<file path="src/rtl/cpu_defs_pkg.sv">
// rtl/cpu_defs_pkg.sv - shared opcode, ALU select and sequencer state definitions
//
// Purpose: constants shared by the control sequencer, ALU and register file.
//   - 8-bit opcode values of the instruction word
//   - 3-bit ALUOP select codes
//   - sequencer FSM state encoding
//   - cnt_width(): wait-counter width for a pair of wait parameters
package cpu_defs_pkg;

  localparam logic [7:0] OP_LOADI = 8'h00;
  localparam logic [7:0] OP_MOV   = 8'h01;
  localparam logic [7:0] OP_ADD   = 8'h02;
  localparam logic [7:0] OP_SUB   = 8'h03;
  localparam logic [7:0] OP_AND   = 8'h04;
  localparam logic [7:0] OP_OR    = 8'h05;

  localparam logic [2:0] ALU_FWD = 3'b000;
  localparam logic [2:0] ALU_ADD = 3'b001;
  localparam logic [2:0] ALU_AND = 3'b010;
  localparam logic [2:0] ALU_OR  = 3'b011;

  typedef enum logic [1:0] {
    ST_IDLE   = 2'd0,
    ST_DECODE = 2'd1,
    ST_EXEC   = 2'd2,
    ST_WB     = 2'd3
  } seq_state_t;

  // Counter must hold the larger wait value without wrapping.
  function automatic int cnt_width(input int add_wait, input int logic_wait);
    int m;
    m = (add_wait > logic_wait) ? add_wait : logic_wait;
    return (m < 1) ? 1 : $clog2(m + 1);
  endfunction

endpackage

</file>
<file path="src/rtl/instr_field_decode.sv">
// rtl/instr_field_decode.sv - combinational decode of the latched instruction word
//
// Purpose: turns the instruction register into ALU controls, register
// addresses and the EXEC wait length.
// Ports:
//   ir           in   32      latched instruction
//   alu_op       out  3       ALU select
//   imm_sel      out  1       DATA2 from immediate
//   neg_sel      out  1       DATA2 negated (sub)
//   wait_cycles  out  CNT_W   EXEC length for this opcode
//   legal        out  1       opcode is defined
//   read1/read2  out  REG_AW  register-file read addresses
//   dest         out  REG_AW  write address
//   imm          out  8       immediate byte
module instr_field_decode
  import cpu_defs_pkg::*;
#(
  parameter int ADD_WAIT   = 2,
  parameter int LOGIC_WAIT = 1,
  parameter int REG_AW     = 3,
  parameter int CNT_W      = 2
) (
  input  logic [31:0]       ir,
  output logic [2:0]        alu_op,
  output logic              imm_sel,
  output logic              neg_sel,
  output logic [CNT_W-1:0]  wait_cycles,
  output logic              legal,
  output logic [REG_AW-1:0] read1,
  output logic [REG_AW-1:0] read2,
  output logic [REG_AW-1:0] dest,
  output logic [7:0]        imm
);

  // Upper bits of the dest/src1 fields carry no meaning.
  logic unused_field_bits;
  assign unused_field_bits = ^{ir[23:16+REG_AW], ir[15:8+REG_AW]};

  assign dest = ir[16 +: REG_AW];
  assign imm  = ir[7:0];

  always_comb begin
    alu_op  = ALU_FWD;
    imm_sel = 1'b0;
    neg_sel = 1'b0;
    legal   = 1'b1;
    read1   = ir[8 +: REG_AW];
    read2   = ir[0 +: REG_AW];
    case (ir[31:24])
      OP_LOADI: begin
        imm_sel = 1'b1;
        read1   = '0;
        read2   = '0;
      end
      OP_MOV:  alu_op = ALU_FWD;
      OP_ADD:  alu_op = ALU_ADD;
      OP_SUB: begin
        alu_op  = ALU_ADD;
        neg_sel = 1'b1;
      end
      OP_AND:  alu_op = ALU_AND;
      OP_OR:   alu_op = ALU_OR;
      default: begin
        legal = 1'b0;
        read1 = '0;
        read2 = '0;
      end
    endcase
    wait_cycles = (alu_op == ALU_ADD) ? CNT_W'(ADD_WAIT) : CNT_W'(LOGIC_WAIT);
  end

endmodule

</file>
<file path="src/rtl/cpu_control_sequencer.sv">
// rtl/cpu_control_sequencer.sv - multi-cycle control unit for the 8-bit ALU datapath
//
// Purpose: accepts instructions from fetch, decodes them, holds ALU controls
// for the opcode's settle time and issues a one-cycle register write.
// Ports:
//   clk, reset                    clock, synchronous active-high reset
//   instruction, instr_valid      instruction from fetch
//   instr_ready                   high only in IDLE
//   readreg1, readreg2, writereg  register-file addresses
//   writeenable                   one-cycle write strobe
//   aluop, immediate, imm_sel, neg_sel   ALU controls
//   illegal                       one-cycle pulse on undefined opcode
//   busy                          high outside IDLE
module cpu_control_sequencer
  import cpu_defs_pkg::*;
#(
  parameter int ADD_WAIT   = 2,
  parameter int LOGIC_WAIT = 1,
  parameter int REG_AW     = 3
) (
  input  logic              clk,
  input  logic              reset,
  input  logic [31:0]       instruction,
  input  logic              instr_valid,
  output logic              instr_ready,
  output logic [REG_AW-1:0] readreg1,
  output logic [REG_AW-1:0] readreg2,
  output logic [REG_AW-1:0] writereg,
  output logic              writeenable,
  output logic [2:0]        aluop,
  output logic [7:0]        immediate,
  output logic              imm_sel,
  output logic              neg_sel,
  output logic              illegal,
  output logic              busy
);

  localparam int CNT_W = cnt_width(ADD_WAIT, LOGIC_WAIT);

  seq_state_t        state;
  logic [31:0]       ir;
  logic [CNT_W-1:0]  cnt;

  logic [2:0]        d_alu_op;
  logic              d_imm_sel;
  logic              d_neg_sel;
  logic [CNT_W-1:0]  d_wait;
  logic              d_legal;
  logic [REG_AW-1:0] d_read1;
  logic [REG_AW-1:0] d_read2;
  logic [REG_AW-1:0] d_dest;
  logic [7:0]        d_imm;

  instr_field_decode #(
    .ADD_WAIT   (ADD_WAIT),
    .LOGIC_WAIT (LOGIC_WAIT),
    .REG_AW     (REG_AW),
    .CNT_W      (CNT_W)
  ) u_decode (
    .ir          (ir),
    .alu_op      (d_alu_op),
    .imm_sel     (d_imm_sel),
    .neg_sel     (d_neg_sel),
    .wait_cycles (d_wait),
    .legal       (d_legal),
    .read1       (d_read1),
    .read2       (d_read2),
    .dest        (d_dest),
    .imm         (d_imm)
  );

  always_ff @(posedge clk) begin
    if (reset) begin
      state       <= ST_IDLE;
      ir          <= '0;
      cnt         <= '0;
      instr_ready <= 1'b1;
      busy        <= 1'b0;
      readreg1    <= '0;
      readreg2    <= '0;
      writereg    <= '0;
      writeenable <= 1'b0;
      aluop       <= ALU_FWD;
      immediate   <= '0;
      imm_sel     <= 1'b0;
      neg_sel     <= 1'b0;
      illegal     <= 1'b0;
    end else begin
      case (state)
        ST_IDLE: begin
          illegal     <= 1'b0;
          writeenable <= 1'b0;
          if (instr_valid && instr_ready) begin
            ir          <= instruction;
            state       <= ST_DECODE;
            instr_ready <= 1'b0;
            busy        <= 1'b1;
          end
        end
        ST_DECODE: begin
          if (d_legal) begin
            aluop     <= d_alu_op;
            imm_sel   <= d_imm_sel;
            neg_sel   <= d_neg_sel;
            immediate <= d_imm;
            readreg1  <= d_read1;
            readreg2  <= d_read2;
            writereg  <= d_dest;
            cnt       <= d_wait;
            state     <= ST_EXEC;
          end else begin
            // Undefined opcode: drop controls to 0 and return straight to IDLE.
            aluop       <= ALU_FWD;
            imm_sel     <= 1'b0;
            neg_sel     <= 1'b0;
            immediate   <= '0;
            readreg1    <= '0;
            readreg2    <= '0;
            writereg    <= '0;
            illegal     <= 1'b1;
            state       <= ST_IDLE;
            instr_ready <= 1'b1;
            busy        <= 1'b0;
          end
        end
        ST_EXEC: begin
          cnt <= cnt - 1'b1;
          if (cnt == CNT_W'(1)) begin
            state       <= ST_WB;
            writeenable <= 1'b1;
          end
        end
        ST_WB: begin
          writeenable <= 1'b0;
          state       <= ST_IDLE;
          instr_ready <= 1'b1;
          busy        <= 1'b0;
        end
        default: state <= ST_IDLE;
      endcase
    end
  end

endmodule

</file>
<file path="config.mk">
export PLATFORM = sky130hd
export DESIGN_NAME = cpu_control_sequencer
export DESIGN_NICKNAME = d
export VERILOG_FILES = /design/src/rtl/cpu_defs_pkg.sv /design/src/rtl/instr_field_decode.sv /design/src/rtl/cpu_control_sequencer.sv
export SDC_FILE = /design/constraint.sdc
export NUM_CORES = 1
export LEC_CHECK = 0
export CORE_MARGIN = 5
export CORE_UTILIZATION = 47
export CTS_BUF_LIST = sky130_fd_sc_hd__clkbuf_4
export DETAILED_ROUTE_END_ITERATION = 8
export GPL_TIMING_DRIVEN = 1
export PLACE_DENSITY = 0.78
export SLEW_MARGIN = 20
export SYNTH_ARGS = -nofsm -noshare
export SYNTH_HDL_FRONTEND = slang
export SYNTH_HIERARCHICAL = 1
export SYNTH_SLANG_ARGS = --single-unit
export TNS_END_PERCENT = 10
</file>
<file path="constraint.sdc">
create_clock -name clk -period 2.1 [get_ports clk]
set_input_delay 0.315 -clock clk [delete_from_list [all_inputs] [get_ports clk]]
set_output_delay 0.315 -clock clk [all_outputs]
set_load 0.005 [all_outputs]
</file>
Word level (Yosys, flattened, before mapping)
Cells that the tools add are included.
Cells by class
  $add $sub $neg: 1
  eq/ne operators: 14
  mux-type cells: 29
  reduce and logical (&&, ||, !) cells: 17
Operator list (number)
  3-bit two-way mux: 6
  8-bit by 2-bit == test with 1-bit output, second input constant: 2
  8-bit by 3-bit == test with 1-bit output, second input constant: 2
  1-bit two-way mux: 10
  2-bit two-way mux: 5
  2-bit AND reduction: 5
  8-bit by 1-bit == test with 1-bit output, second input constant: 1
  8-bit zero test: 1
  8-bit two-way mux: 1
  2-bit inequality test, second input constant: 4
  2-bit one-hot mux with 4 select lines: 1
  2-bit by 1-bit == test with 1-bit output, second input constant: 3
  1-bit one-hot mux with 3 select lines: 2
  2-bit one-hot mux with 3 select lines: 1
  2-bit nonzero test: 3
  6-bit OR reduction: 1
  5-bit OR reduction: 1
  2-bit == test, second input constant: 2
  1-bit one-hot mux with 2 select lines: 2
  2-bit one-hot mux with 2 select lines: 1
  2-bit OR reduction: 2
  3-bit AND reduction: 1
  3-bit nonzero test: 1
  2-bit zero test: 1
  other kinds (2): 2
Word-level totals
  flip-flop bits (word level): 62
  bits of input ports: 35
  output and inout port bits: 26

Depth between registers and ports, before layout
Gate-level depths: netlist of run 1.
  word-level depth: 7
  depth in mapped cells: 8
  mapped depth without buffers: 6

Cells and area by module
The synthesis of run 1 kept the hierarchy.
By module, submodules not included
  cpu_control_sequencer: times used 1, cells each 295, area each 2511.2 um^2
  instr_field_decode: times used 1, cells each 33, area each 236.5 um^2

Least setup slack after synthesis of run 1
No wires, ideal clock.
  path type: flip-flop to flip-flop
  from: reg ir[29]
  to: reg instr_ready
  library setup time: 0.120 ns
  arrival: 1.969 ns
  slack: 0.011 ns
  stages on the path, launching flop included: 8
  period minus slack after synthesis: 2.089 ns
  cells stage by stage: dfxtp_1 or4_4 or2_1 a21oi_1 and2_4 buf_6 nor3_1 a211o_1
On the way
  longest elaborated chain between the ends: 5
  elaborated cells between the ends (all ways): 10
  those cells by class: eq/ne: 6; mux: 1; reduce/logical: 3
Ends and longest elaborated chain
  from (decl): RTL line cpu_control_sequencer.sv:41  | logic [31:0] ir;
  from (signal assigned): RTL line cpu_control_sequencer.sv:94  | ir <= instruction;
  8-bit by 1-bit == test with 1-bit output (tied with other cells): RTL line instr_field_decode.sv:49  | case (ir[31:24])
  6-bit OR reduction (no line) (*)
  1-bit two-way mux (*): RTL line instr_field_decode.sv:49
  named net d_legal: RTL line cpu_control_sequencer.sv:48  | logic d_legal;
  2-bit inequality test (no line) (*)
  3-bit AND reduction (no line) (*)
  to (signal assigned): RTL line cpu_control_sequencer.sv:77  | instr_ready <= 1'b1;
  to (signal assigned): RTL line cpu_control_sequencer.sv:96  | instr_ready <= 1'b0;
  to (signal assigned): RTL line cpu_control_sequencer.sv:122  | instr_ready <= 1'b1;
  to (decl): RTL line cpu_control_sequencer.sv:25  | output logic instr_ready,
Mark *: on every way through the listed nets, which the timed path passes. The rest lies on a longest branch.
A chain may end at the register's enable or synchronous reset.

Final worst setup path of run 1
  from: reg ir[29]
  to: reg cnt[1]
On the way
  elaborated cells between the ends (all ways): 16
  those cells by class: eq/ne: 7; mux: 5; reduce/logical: 4
RTL lines
  8-bit by 1-bit == test with 1-bit output (tied with other cells): RTL line instr_field_decode.sv:49
  6-bit OR reduction (no line) (*)
  1-bit two-way mux (*): RTL line instr_field_decode.sv:49
  named net d_legal: RTL line cpu_control_sequencer.sv:48
  2-bit inequality test (no line) (*)
  2-bit AND reduction (no line) (*)
  to (signal assigned): RTL line cpu_control_sequencer.sv:109  | cnt <= d_wait;
  to (signal assigned): RTL line cpu_control_sequencer.sv:127  | cnt <= cnt - 1'b1;
  to (decl): RTL line cpu_control_sequencer.sv:42  | logic [CNT_W-1:0] cnt;
Mark *: on every way through the listed nets, which the timed path passes. The rest lies on a longest branch. The select of a mux whose other input is x is not followed.

==> flow_metrics.env, run 1 <==
export IMPL_place_gp_congestion=0.7923
export IMPL_drc=0
export IMPL_crit_required_ns=2.38
export IMPL_report_final_slew_viol_count=0
export IMPL_setup_tns_ns=0
export IMPL_path_clk_slew_ns=0.15
export IMPL_fin_skew_ns=0.006106
export IMPL_coreArea_sq_mm=0.005042
export IMPL_start_util_pct=48.04
export IMPL_grt_max_degree=29
export IMPL_postRouteAntennaNets=0
export IMPL_hp_class="input port to flip-flop"
export IMPL_avgSynthCellArea_sq_um=8.411
export IMPL_dieArea_sq_mm=0.006690
export IMPL_root_buffer="clkbuf_4"
export IMPL_dp_cells=383
export IMPL_clock_latency_ns=0.37
export IMPL_finalSetupViolations=0
export IMPL_period_share_pct=93.65
export IMPL_cts_buffers=5
export IMPL_antenna_found_initial=1
export IMPL_routed_via_density=4.934
export IMPL_worstHoldStart="reset"
export IMPL_grt_use_met3_pct=3.947
export IMPL_postRouteWirelength_mm=5.091
export IMPL_rsz0062_at_grt="no"
export IMPL_grt_ovfl_total=0
export IMPL_worstPathArrival_ns=2.25
export IMPL_fill_cells=466
export IMPL_synth_cells=288
export IMPL_ctsHtreeMaxLevel=2
export IMPL_timing_rr_end="cnt[1]"
export IMPL_layout_drive_gt1_share_pct=10.90
export IMPL_cts_tree="done"
export IMPL_synth_area_sq_mm=0.002422
export IMPL_io_buffers=50
export IMPL_cp_max_fo=5
export IMPL_fp_dieW_microns=81.79
export IMPL_regArea_sq_mm=0.001042
export IMPL_ir_worst_vdd_mv=0.4662
export IMPL_first_global_vias=1813
export IMPL_area_growth_pct=21.59
export IMPL_fmax_mhz=508.5
export IMPL_firstDrtPassIters=4
export IMPL_endpoint_kind="flip-flop"
export IMPL_cp_slowest_cell="or4_4"
export IMPL_p_per_area_mw_per_mm2=1130
export IMPL_status="finished, final reports clean"
export IMPL_wl_per_cell_microns=12.99
export IMPL_row_count=26
export IMPL_crit_end="cnt[1]"
export IMPL_clockBufferDepth=2
export IMPL_reg2reg_setup_slack_ns=0.13
export IMPL_pin_count=61
export IMPL_period_needed_ns=1.967
export IMPL_p_leak_nw=1.104
export IMPL_drt_iter0_drc=65
export IMPL_final_cells=392
export IMPL_r2r_start="ir[29]"
export IMPL_nets=362
export IMPL_multiInputGateArea_sq_mm=0.001139
export IMPL_cp_cell_sequence="or4_4 -> or2_4 -> a21oi_4 -> buf_4 -> o21a_1 -> a21oi_1 -> a2111oi_2"
export IMPL_gr_usage_met1_pct=20.58
export IMPL_vias=1934
export IMPL_rr_worst_depth=7
export IMPL_final_util_pct=58.41
export IMPL_place_hpwl_mm=3.487
export IMPL_grt_pass1_wl_mm=8.342
export IMPL_busiest_layer="met2"
export IMPL_grt_usage_pct=16.46
export IMPL_met2_usage_pct=26.33
export IMPL_totalPowerFinal_mw=3.329
export IMPL_yosys_warnings=6
export IMPL_maxCapViolCount=0
export IMPL_synth_fp_nets=330
export IMPL_worst_hold_slack_ns=0.2997
export IMPL_hold_violations=0
export IMPL_cp_startpoint="ir[29]"
export IMPL_post_cts_repair_setup_buffers=0
export IMPL_start_kind="flip-flop"
export IMPL_crit_type="flip-flop to flip-flop"
export IMPL_die_h_microns=81.79
export IMPL_slowest_delay_ns=0.56
export IMPL_cts_sinks=52
## how the worst min path moves through the flow
stage	endpoint	slack, ns	depth (start not counted)
6_report	ir[7]	0.30	2
5_1_grt	ir[8]	0.29	2
4_1_cts	ir[8]	0.29	2
3_5_place_dp	ir[9]	0.44	2
3_3_place_gp	ir[10]	0.44	2
2_1_floorplan	ir[10]	0.43	2
## critical path: cells and delay by family, from the launching register on
family,cells,cell delay (ns)
compound gates,4,0.56
buf+inv,1,0.15
flops,1,0.35
simple gates,2,0.82
## where the power goes
part / internal (mW) / switching, mW
Combinational: 0.672 / 0.783
Sequential: 1.17 / 0.144
Clock: 0.249 / 0.316
Total: 2.09 / 1.24
## repair_timing
| item | CTS | global route |
|---|---|---|
| pin swaps | 0 | 1 |
| gates resized for setup | 1 | 3 |
| hold buffers | 0 | 0 |
| endpoints found under the setup margin | 1 | 2 |
| hold endpoints to repair | 0 | 0 |
| cloned | 0 | 0 |
## layout by cell type (no fill, tap or decap), drive strengths merged, types with 2 or more instances in the layout
| cell type | n |
|---|---|
| ha | 7 |
| nor2 | 25 |
| a21oi | 51 |
| inv | 7 |
| dfxtp | 52 |
| clkdlybuf4s50 | 49 |
| nor2b | 26 |
| o21ai | 3 |
| nor3 | 5 |
| nand2b | 3 |
| and2 | 7 |
| clkbuf | 5 |
| buf | 9 |
| nand3b | 4 |
| a2111oi | 2 |
| nand2 | 45 |
| a211oi | 2 |
## cell type report
type	instances	area share, %
Clock inverter	3	1.444
Inverter	7	0.8921
Sequential cell	52	35.39
Timing Repair Buffer	58	19.29
Clock buffer	5	1.274
Multi-Input combinational cell	196	38.66
Tap cell	70	2.974
Antenna cell	1	0.08496
## per-layer routing
metal | wire length, microns | up-vias
met5 | 0 | -
met4 | 110 | 0
met3 | 204 | 8
met2 | 2498 | 37
met1 | 2278 | 893
li1 | - | 996
## state kept, by name, indices dropped and copies added (netlist names), named ones only
name,count
writereg,3
neg_sel,1
immediate,8
ir,22
imm_sel,1
cnt,2
readreg2,3
readreg1,3
instr_ready,1
writeenable,1
illegal,1
busy,1
aluop,3
state,1
## metrics by stage
stage	setup WS [ns]	cell area [sq um]
after floorplan	0.01127	2422
after global placement	0.07656	2848
after detailed placement	0.04194	2848
after CTS	0.06019	2932
after global routing	0.002157	2945
final	0.1333	2945
No activity file was read; power rests on OpenSTA's default activity.
==> run 2, diff against run 1 <==
--- a/config.mk
+++ b/config.mk
@@ -6,11 +6,10 @@
 export NUM_CORES = 1
 export LEC_CHECK = 0
 export CORE_MARGIN = 5
-export CORE_UTILIZATION = 47
-export CTS_BUF_LIST = sky130_fd_sc_hd__clkbuf_4
+export CORE_UTILIZATION = 46
 export DETAILED_ROUTE_END_ITERATION = 8
 export GPL_TIMING_DRIVEN = 1
-export PLACE_DENSITY = 0.78
+export PLACE_DENSITY = 0.77
 export SLEW_MARGIN = 20
 export SYNTH_ARGS = -nofsm -noshare
 export SYNTH_HDL_FRONTEND = slang
==> run 2 against run 1 <==
  * Power down 0.53%
  * Clock power up 5.3%
  * Critical path type unchanged
  * Largest cell class unchanged
  * Count of clock-buffer cells in the layout up 1
  * Global-route usage down 1.1 points
  * Wire length down 1.5%
  * Core utilization down 0.72 points
  * Design area about the same
  * Via count down 1.6%
==> flow_metrics.env, run 2 (synthesized netlist as in run 1, its figures left out) <==
export IMPL_grt_ovfl_total=0
export IMPL_largest_reg_flops=22
export IMPL_crit_family="simple AND/OR/NAND/NOR gates"
export IMPL_timing_rr_end="cnt[1]"
export IMPL_cts_buffers=5
export IMPL_root_buffer="clkbuf_8"
export IMPL_grt_max_degree=32
export IMPL_antenna_found_initial=0
export IMPL_dp_cells=383
export IMPL_crit_type="flip-flop to flip-flop"
export IMPL_swShare_pct=37.25
export IMPL_pin_count=61
export IMPL_report_final_slew_viol_count=0
export IMPL_tightest_slew_ns=0.6366
export IMPL_post_cts_repair_setup_buffers=0
export IMPL_start_kind="flip-flop"
export IMPL_drt_iter0_drc=104
export IMPL_setup_tns_ns=0
export IMPL_status="finished, final reports clean"
export IMPL_firstDrtPassIters=5
export IMPL_hold_violations=0
export IMPL_row_count=26
export IMPL_start_util_pct=47.43
export IMPL_die_h_microns=82.57
export IMPL_dieArea_sq_mm=0.006817
export IMPL_postRouteAntennaNets=0
export IMPL_maxCapViolCount=0
export IMPL_routed_via_density=4.870
export IMPL_slowest_delay_ns=0.57
export IMPL_area_growth_pct=21.64
export IMPL_period_needed_ns=1.993
export IMPL_nets=362
export IMPL_worst_hold_slack_ns=0.4553
export IMPL_place_hpwl_mm=3.444
export IMPL_wl_per_cell_microns=12.82
export IMPL_max_slew_margin_pct=57.56
export IMPL_path_clk_slew_ns=0.09
export IMPL_hp_class="flip-flop to flip-flop"
export IMPL_crit_required_ns=2.31
export IMPL_fin_area_sq_mm=0.002947
export IMPL_top_register="ir"
export IMPL_r2r_start="ir[30]"
export IMPL_cp_startpoint="ir[30]"
export IMPL_vias=1904
export IMPL_final_common_cell="dfxtp_1"
export IMPL_layout_drive_gt1_share_pct=10.59
export IMPL_fin_skew_ns=0.008545
export IMPL_cp_slowest_cell="or4_4"
export IMPL_drc=0
export IMPL_cp_max_fo=5
export IMPL_worstPathArrival_ns=2.20
export IMPL_finalSetupViolations=0
export IMPL_clock_latency_ns=0.31
export IMPL_reg2reg_setup_slack_ns=0.11
export IMPL_cts_sinks=52
export IMPL_p_sw_mw=1.233
export IMPL_rsz0062_at_grt="no"
export IMPL_period_share_pct=94.89
export IMPL_intPower_mw=2.078
export IMPL_clkPwrFrac_pct=17.9
export IMPL_final_cells=391
export IMPL_cts_tree="done"
export IMPL_final_cell_mix="52 x dfxtp_1, 49 x clkdlybuf4s50_1, 45 x nand2_1, 42 x a21oi_1, 26 x nor2b_1"
export IMPL_final_util_pct=57.69
export IMPL_ctsHtreeMaxLevel=2
export IMPL_cp_cell_sequence="or4_4 -> or2_4 -> a21oi_4 -> buf_4 -> o21a_1 -> a21oi_1 -> a2111oi_2"
export IMPL_antenna_cells=0
export IMPL_worst_slack_ns=0.1072
export IMPL_holdBufCountCts=0
export IMPL_pre_cts_slack_ns=-0.01399
export IMPL_crit_end="cnt[1]"
export IMPL_grt_usage_pct=15.32
export IMPL_ir_worst_vdd_mv=0.3878
export IMPL_path_buf_inv=1
export IMPL_coreArea_sq_mm=0.005107
export IMPL_grt_pass1_wl_mm=7.886
export IMPL_postPlaceCellArea_sq_mm=0.002835
export IMPL_fp_dieW_microns=82.57
export IMPL_seqPwrFrac_pct=39.3
export IMPL_rr_worst_depth=7
export IMPL_totalPowerFinal_mw=3.311
export IMPL_place_gp_congestion=0.7839
export IMPL_io_buffers=50
export IMPL_p_per_area_mw_per_mm2=1124
export IMPL_first_global_vias=1732
export IMPL_cp_depth=7
export IMPL_fill_cells=502
export IMPL_postRouteWirelength_mm=5.013
export IMPL_combPwrFrac_pct=42.7
export IMPL_p_leak_nw=1.103
export IMPL_endpoint_kind="flip-flop"
export IMPL_fmax_mhz=501.8
export IMPL_reg_top3="ir: 22 flops, immediate: 8 flops"
export IMPL_clockBufferDepth=2
run 2: changes by cell type in the layout (fill, tap and decap cells not counted), sizes merged:
cell      delta
bufinv       -1
diode        -1
clkbuf       +1
clkinv       -1
clkinvlp     +1
run 2: area by class of cell:
type / count / area, sq um / area share (%)
multi-input cells: 196 / 1139 / 38.64
inverters: 7 / 26.28 / 0.8917
clock inverters: 2 / 15.01 / 0.5096
clock buffers: 6 / 82.58 / 2.803
flip-flops and latches: 52 / 1041 / 35.33
repair buffers: 58 / 555.5 / 18.85
well taps: 70 / 87.58 / 2.972
run 2: how the worst min path moves through the flow:
| stage | cells after the start | slack [ns] | from | end |
|---|---|---|---|---|
| after detailed placement | 2 | 0.45 | ir[9] | ir[9] |
| final | 2 | 0.46 | ir[9] | ir[9] |
| after floorplan | 2 | 0.43 | ir[10] | ir[10] |
| after global placement | 2 | 0.44 | ir[10] | ir[10] |
| after global routing | 2 | 0.48 | ir[17] | ir[17] |
| after CTS | 2 | 0.46 | ir[9] | ir[9] |
run 2: repair_timing:
| item | CTS | global route |
|---|---|---|
| pin swaps | 0 | 2 |
| gates resized for setup | 1 | 2 |
| setup endpoints to repair | 1 | 1 |
run 2: power groups by stage:
stage / clock network, mW / logic, mW / registers, mW
after floorplan: 0 / 1.14 / 1.30
after global placement: 0 / 1.36 / 1.31
final: 0.594 / 1.42 / 1.30
after CTS: 0.617 / 1.41 / 1.30
after detailed placement: 0 / 1.40 / 1.32
after global routing: 0.658 / 1.56 / 1.33
run 2: worst reg2reg max path: cells and delay by family (launching register included):
family	cells	cell delay, ns
AOI/OAI and AO/OA	4	0.57
DFF	1	0.33
buffers and inverters	1	0.14
and+or+nand+nor	2	0.85
run 2: routing by layer:
layer  vias up  share of wire, %  track usage (%)
li1        989                 -                -
met1       864                45            19.31
met2        46                49            25.56
met3         5               4.4            3.254
met4         0               1.3            5.882
met5         -                 0                0
